===== src/rtl/pcie_perst_gen.sv =====
// pcie_perst_gen
//   Host-side PERST# sequencer for a PCIe endpoint. PERST# stays asserted
//   until power-good and the reference-clock lock are both seen. It is then
//   held for T_PVPERL_CYC more cycles and released. Link training is
//   supervised with a timeout. Retries pass through a minimum-width warm
//   reset, and the block parks in FAIL after MAX_RETRY retries have also
//   timed out. Software can request a warm reset from TRAIN, UP or FAIL.
//
// Ports
//   clk_clk          in   free-running system clock
//   reset_reset      in   synchronous active-high reset
//   power_good_in    in   async, 2-flop synchronized
//   refclk_locked_in in   async, 2-flop synchronized
//   link_up_in       in   async endpoint link status, 2-flop synchronized
//   sw_reset_req     in   single-cycle warm-reset request (clk_clk domain)
//   perst_n_out      out  PERST# to the endpoint, low = reset asserted
//   state_out        out  current state (HOLD=0 PVPERL=1 TRAIN=2 UP=3 WRST=4 FAIL=5)
//   retry_cnt        out  training retries since last link-up or clear
//   link_up_cnt      out  link-up events, saturating at 0xFFFF
//   fail             out  high while in FAIL
module pcie_perst_gen #(
    parameter int unsigned T_PVPERL_CYC    = 10_000_000,
    parameter int unsigned T_PERST_MIN_CYC = 10_000,
    parameter int unsigned T_LINK_TO_CYC   = 20_000_000,
    parameter int unsigned MAX_RETRY       = 3,
    parameter int unsigned CNT_W           = 25
) (
    input  logic        clk_clk,
    input  logic        reset_reset,
    input  logic        power_good_in,
    input  logic        refclk_locked_in,
    input  logic        link_up_in,
    input  logic        sw_reset_req,
    output logic        perst_n_out,
    output logic [2:0]  state_out,
    output logic [3:0]  retry_cnt,
    output logic [15:0] link_up_cnt,
    output logic        fail
);

    typedef enum logic [2:0] {
        ST_HOLD   = 3'd0,
        ST_PVPERL = 3'd1,
        ST_TRAIN  = 3'd2,
        ST_UP     = 3'd3,
        ST_WRST   = 3'd4,
        ST_FAIL   = 3'd5
    } state_t;

    // The timer starts at 0 on state entry, so the last cycle of a T-cycle
    // window is T-1.
    localparam logic [CNT_W-1:0] PVPERL_LAST = CNT_W'(T_PVPERL_CYC - 1);
    localparam logic [CNT_W-1:0] PMIN_LAST   = CNT_W'(T_PERST_MIN_CYC - 1);
    localparam logic [CNT_W-1:0] LINKTO_LAST = CNT_W'(T_LINK_TO_CYC - 1);
    localparam logic [3:0]       RETRY_MAX   = 4'(MAX_RETRY);

    // Synchronizer bit order: {link, lock, pg}.
    logic [2:0]       meta_d,  meta_q;
    logic [2:0]       sync_d,  sync_q;
    state_t           state_d, state_q;
    logic [CNT_W-1:0] timer_d, timer_q;
    logic [3:0]       retry_d, retry_q;
    logic [15:0]      luc_d,   luc_q;
    logic             perst_n_d, perst_n_q;
    logic             fail_d,  fail_q;

    logic pg_s, lock_s, link_s, pwr_ok, timed;

    assign pg_s   = sync_q[0];
    assign lock_s = sync_q[1];
    assign link_s = sync_q[2];
    assign pwr_ok = pg_s && lock_s;

    always_comb begin
        meta_d    = {link_up_in, refclk_locked_in, power_good_in};
        sync_d    = meta_q;
        state_d   = state_q;
        retry_d   = retry_q;
        luc_d     = luc_q;
        timer_d   = timer_q;
        timed     = 1'b0;

        // Losing power or refclk overrides everything except reset.
        if ((state_q != ST_HOLD) && !pwr_ok) begin
            state_d = ST_HOLD;
            retry_d = '0;
        end else begin
            unique case (state_q)
                ST_HOLD: begin
                    if (pwr_ok) state_d = ST_PVPERL;
                end
                ST_PVPERL: begin
                    timed = 1'b1;
                    if (timer_q == PVPERL_LAST) state_d = ST_TRAIN;
                end
                ST_TRAIN: begin
                    timed = 1'b1;
                    // A software request beats a coincident link-up or
                    // timeout. A warm reset it causes does not count as a retry.
                    if (sw_reset_req) begin
                        state_d = ST_WRST;
                    end else if (link_s) begin
                        state_d = ST_UP;
                        retry_d = '0;
                        if (luc_q != 16'hFFFF) luc_d = luc_q + 16'd1;
                    end else if (timer_q == LINKTO_LAST) begin
                        if (retry_q < RETRY_MAX) begin
                            retry_d = retry_q + 4'd1;
                            state_d = ST_WRST;
                        end else begin
                            state_d = ST_FAIL;
                        end
                    end
                end
                ST_UP: begin
                    if (sw_reset_req)  state_d = ST_WRST;
                    else if (!link_s)  state_d = ST_TRAIN;
                end
                ST_WRST: begin
                    timed = 1'b1;
                    if (timer_q == PMIN_LAST) state_d = ST_TRAIN;
                end
                ST_FAIL: begin
                    if (sw_reset_req) begin
                        retry_d = '0;
                        state_d = ST_WRST;
                    end
                end
                default: state_d = ST_HOLD;
            endcase
        end

        if (state_d != state_q) timer_d = '0;
        else if (timed)         timer_d = timer_q + 1'b1;

        // Registered from the next-state decode, so PERST# moves on the same
        // edge as state_out.
        perst_n_d = (state_d == ST_TRAIN) || (state_d == ST_UP);
        fail_d    = (state_d == ST_FAIL);
    end

    always_ff @(posedge clk_clk) begin
        if (reset_reset) begin
            meta_q    <= '0;
            sync_q    <= '0;
            state_q   <= ST_HOLD;
            timer_q   <= '0;
            retry_q   <= '0;
            luc_q     <= '0;
            perst_n_q <= 1'b0;
            fail_q    <= 1'b0;
        end else begin
            meta_q    <= meta_d;
            sync_q    <= sync_d;
            state_q   <= state_d;
            timer_q   <= timer_d;
            retry_q   <= retry_d;
            luc_q     <= luc_d;
            perst_n_q <= perst_n_d;
            fail_q    <= fail_d;
        end
    end

    assign perst_n_out = perst_n_q;
    assign state_out   = state_q;
    assign retry_cnt   = retry_q;
    assign link_up_cnt = luc_q;
    assign fail        = fail_q;

endmodule


===== config.mk =====
export PLATFORM = sky130hd
export DESIGN_NAME = pcie_perst_gen
export DESIGN_NICKNAME = d
export VERILOG_FILES = /design/src/rtl/pcie_perst_gen.sv
export SDC_FILE = /design/constraint.sdc
export NUM_CORES = 1
export LEC_CHECK = 0
export ABC_AREA = 1
export BUFFER_PORTS_ARGS = -buffer_cell sky130_fd_sc_hd__buf_4
export CAP_MARGIN = 20
export CORE_MARGIN = 2
export CORE_UTILIZATION = 35
export CTS_CLUSTER_SIZE = 30
export DETAILED_ROUTE_END_ITERATION = 12
export HOLD_SLACK_MARGIN = 0.15
export PLACE_DENSITY = 0.53
export SETUP_SLACK_MARGIN = 0.15
export SLEW_MARGIN = 20
export SYNTH_ARGS = -nofsm -noshare
export SYNTH_HDL_FRONTEND = slang
export SYNTH_SLANG_ARGS = --single-unit

===== constraint.sdc =====
create_clock -name clk_clk -period 1.8 [get_ports clk_clk]
set_input_delay 0.18 -clock clk_clk [delete_from_list [all_inputs] [get_ports clk_clk]]
set_output_delay 0.18 -clock clk_clk [all_outputs]
set_load 0.02 [all_outputs]

==> flow_summary.json <==
{
  "status": "finished clean",
  "worst-slew-pin-transition_ps": 329,
  "grt_first_pass_wirelength_um": 15400,
  "path_clk_slew_ps": 100,
  "synth_edf_count": 0,
  "vias": 3478,
  "fin_area_mm2": 0.00485,
  "cts.sinks": 56,
  "crit_buf_inv": 3,
  "crit_arrival_ps": 2040,
  "die_width_um": 104,
  "yosysSeqAreaShare_pct": 32.0,
  "crit_slowest_cell": "dfxtp_2",
  "placed_area_mm2": 0.00429,
  "final_net_count": 619,
  "routed_via_density": 4.67,
  "htreeDepth": 2,
  "synth_most_common_cell": "nand2_1",
  "track_usage_pct": 17.0,
  "die_area_mm2": 0.0108,
  "worstPathCellList": "ha_4 > inv_4 > nor2_8 > nand2_4 > nor2_4 > nand3_2 > nand2_1 > inv_1 > nand2_2 > nand2_2 > nand2_2 > nand3_4 > clkbuf_16 > nor3_2",
  "port_buffers": 30,
  "finalWorstSetupSlack_ps": 2.13,
  "fin_tns_setup_ps": 0,
  "synth_cell_types": 31,
  "fin_crit_ps": 1800,
  "cp_max_fo": 8,
  "synth_ff_type": "dfxtp_1",
  "dpl_worst_slack_ps": -91.0,
  "synthCells": 514,
  "wl_um": 9260,
  "start_util_pct": 36.0,
  "p_per_area_mw_per_mm2": 427,
  "finalMaxSlewViolations": 0,
  "root_buffer": "clkbuf_8",
  "clk-insertion-delay-late_ps": 310,
  "remaining_drc_errors": 0,
  "dp_hpwl_um": 6720,
  "ys_top_cells_by_count": "nand2_1, nor2_1, inv_1",
  "worstSetupPathType": "reg2reg",
  "maxCapViolCount": 0,
  "async_flop_share_pct": 0,
  "cp_top_family": "simple AND/OR/NAND/NOR gates",
  "cpMostUsedCell": "nand2_2",
  "r2r_end": "timer_q[24]",
  "firstDrtPassIters": 4,
  "min_from": "reset_reset",
  "slowest_delay_ps": 360,
  "endpoint_kind": "flip-flop",
  "rr_worst_depth": 14,
  "routabilityCongestion": 0.867,
  "synthesis.yosys.warnings": 0,
  "min_to": "state_out[1]",
  "overflow": 0,
  "fin_crit_sh_pct": 99.9,
  "rsz0062_at_grt": "yes",
  "crit_path_start_kind": "flip-flop",
  "r2r-start": "timer_q[1]",
  "numCtsBuffers": 5,
  "area_growth_pct": 38.5,
  "syn_nets": 523,
  "grt_pass1_vias": 3298,
  "first_iter_violations": 164,
  "grt_max_degree": 26,
  "finalHoldViolations": 0,
  "io_pins": 31,
  "whs_ps": 245,
  "setup_viol": 0,
  "reg2reg_setup_slack_ps": 2,
  "hold_depth": 2,
  "num_antenna_cells": 0,
  "wire_per_inst_um": 12.4,
  "fin_skew_ps": 9.50,
  "post-synth-top-area-cell": "dfxtp_1",
  "avgSynthCellArea_um2": 6.82,
  "antenna_found_initial": 0,
  "ir_drop_mv": 0.285,
  "design.core.area_mm2": 0.00973,
  "synth_top_cell_area_share_pct": 32.0,
  "die_h_um": 104,
  "clk_path_buf_depth": 2,
  "hold_class": "in2reg",
  "cts_tree": "built",
  "relSlewSlack_pct": 77.9,
  "layout-drive-gt1-share_pct": 37.5,
  "synth_area_mm2": 0.00350,
  "antenna_left": 0,
  "ys_ff_latch": 56,
  "rows": 36,
  "cp.required_ps": 2050,
  "p_leak_nw": 2.01,
  "power_mw": 2.07,
  "max_freq_mhz": 556,
  "synth.area.top_cells": "dfxtp_1, nand2_1, nor2_1"
}
-- layer usage --
layer | vias up | part of all wire, % | wire length [um] | track usage [%]
li1 | 1815 | - | - | -
met1 | 1608 | 47 | 4400 | 22.5
met2 | 49 | 49 | 4520 | 29.3
met3 | 6 | 2.6 | 243 | 2.01
met4 | 0 | 1.1 | 99 | 4.44
met5 | - | 0 | 0 | 0
-- cell usage in the layout (no fill, tap or decap), types with 2 or more instances in the layout --
master,Yosys,layout
inv_1,72,69
inv_2,3,4
nand4_1,8,8
nor2_4,1,4
nand2_1,109,91
nor3_4,0,2
nor4_2,2,2
dfxtp_1,56,38
nand2_2,8,20
buf_4,1,88
o21ai_2,0,4
nand3_4,2,2
buf_12,0,4
nand3_1,34,29
ha_4,0,2
and3_1,3,2
nand3_2,4,9
buf_6,4,2
nor3_1,22,14
o21ai_0,6,2
xnor2_1,7,7
nor2_2,4,8
nor3_2,21,27
a21oi_2,0,10
clkbuf_8,0,6
nor2_1,81,74
dfxtp_4,0,3
dfxtp_2,0,15
dlygate4sd3_1,0,3
nand2_4,3,9
a21oi_1,21,11
xor2_1,28,28
-- registers in the layout (all words and copies together), names as in the netlist --
register and count:
link_up_cnt 16, fail 1, timer_q 25, state_out 3
sync_q 3, retry_cnt 4, meta_q 3, perst_n_out 1
-- layout make-up --
class	instances	area [um^2]
well taps	133	166
repair buffers	99	833
inverters	75	297
flip-flops and latches	56	1150
clock inverters	1	7.51
fillers	981	4880
clock buffers	7	86.3
multi-input cells	373	2310
-- worst max path at each step --
| stage | cells after the start | slack (ps) | start | endpoint |
|---|---|---|---|---|
| after floorplan | 14 | 150 | timer_q[1] | timer_q[0] |
| after global routing | 14 | -170 | timer_q[1] | timer_q[10] |
| after global placement | 13 | 4 | timer_q[1] | timer_q[22] |
| after CTS | 14 | -10 | timer_q[1] | timer_q[23] |
| after detailed placement | 14 | -90 | timer_q[14] | timer_q[21] |
| final | 14 | 2 | timer_q[1] | timer_q[24] |
-- cell families (layout without fill, tap and decap cells) --
logic type | Yosys count | in the layout | share of synthesized area [%]
AOI/OAI and AO/OA | 28 | 28 | 4.07
adders and majority gates | 3 | 3 | 1.07
buffers and inverters | 85 | 182 | 10.1
and+or+nand+nor | 306 | 306 | 43.7
muxes | 1 | 1 | 0.286
DFF | 56 | 56 | 32.0
xor gates and xnor gates | 35 | 35 | 8.75
-- stage by stage --
stage | utilization (%) | instances
6_report | 49.9 | 744
3_3_place_gp | 44.1 | 715
4_1_cts | 46.4 | 733
5_1_grt | 49.9 | 744
2_1_floorplan | - | 514
3_5_place_dp | 44.1 | 715
-- power by group --
| part | internal [mW] | switching [mW] |
|---|---|---|
| Combinational | 0.0316 | 0.0564 |
| Clock | 0.314 | 0.426 |
| Sequential | 1.24 | 0.00272 |
-- timing repair --
| action | in CTS | in global routing |
|---|---|---|
| cloned | 0 | 2 |
| pin swaps | 9 | 26 |
| hold buffers | 3 | 0 |
| endpoints found under the hold margin | 3 | 0 |
| setup buffers | 7 | 9 |
| setup endpoints to repair | 39 | 49 |
| resized for setup | 19 | 67 |
No activity file was read; power rests on OpenSTA's default activity.
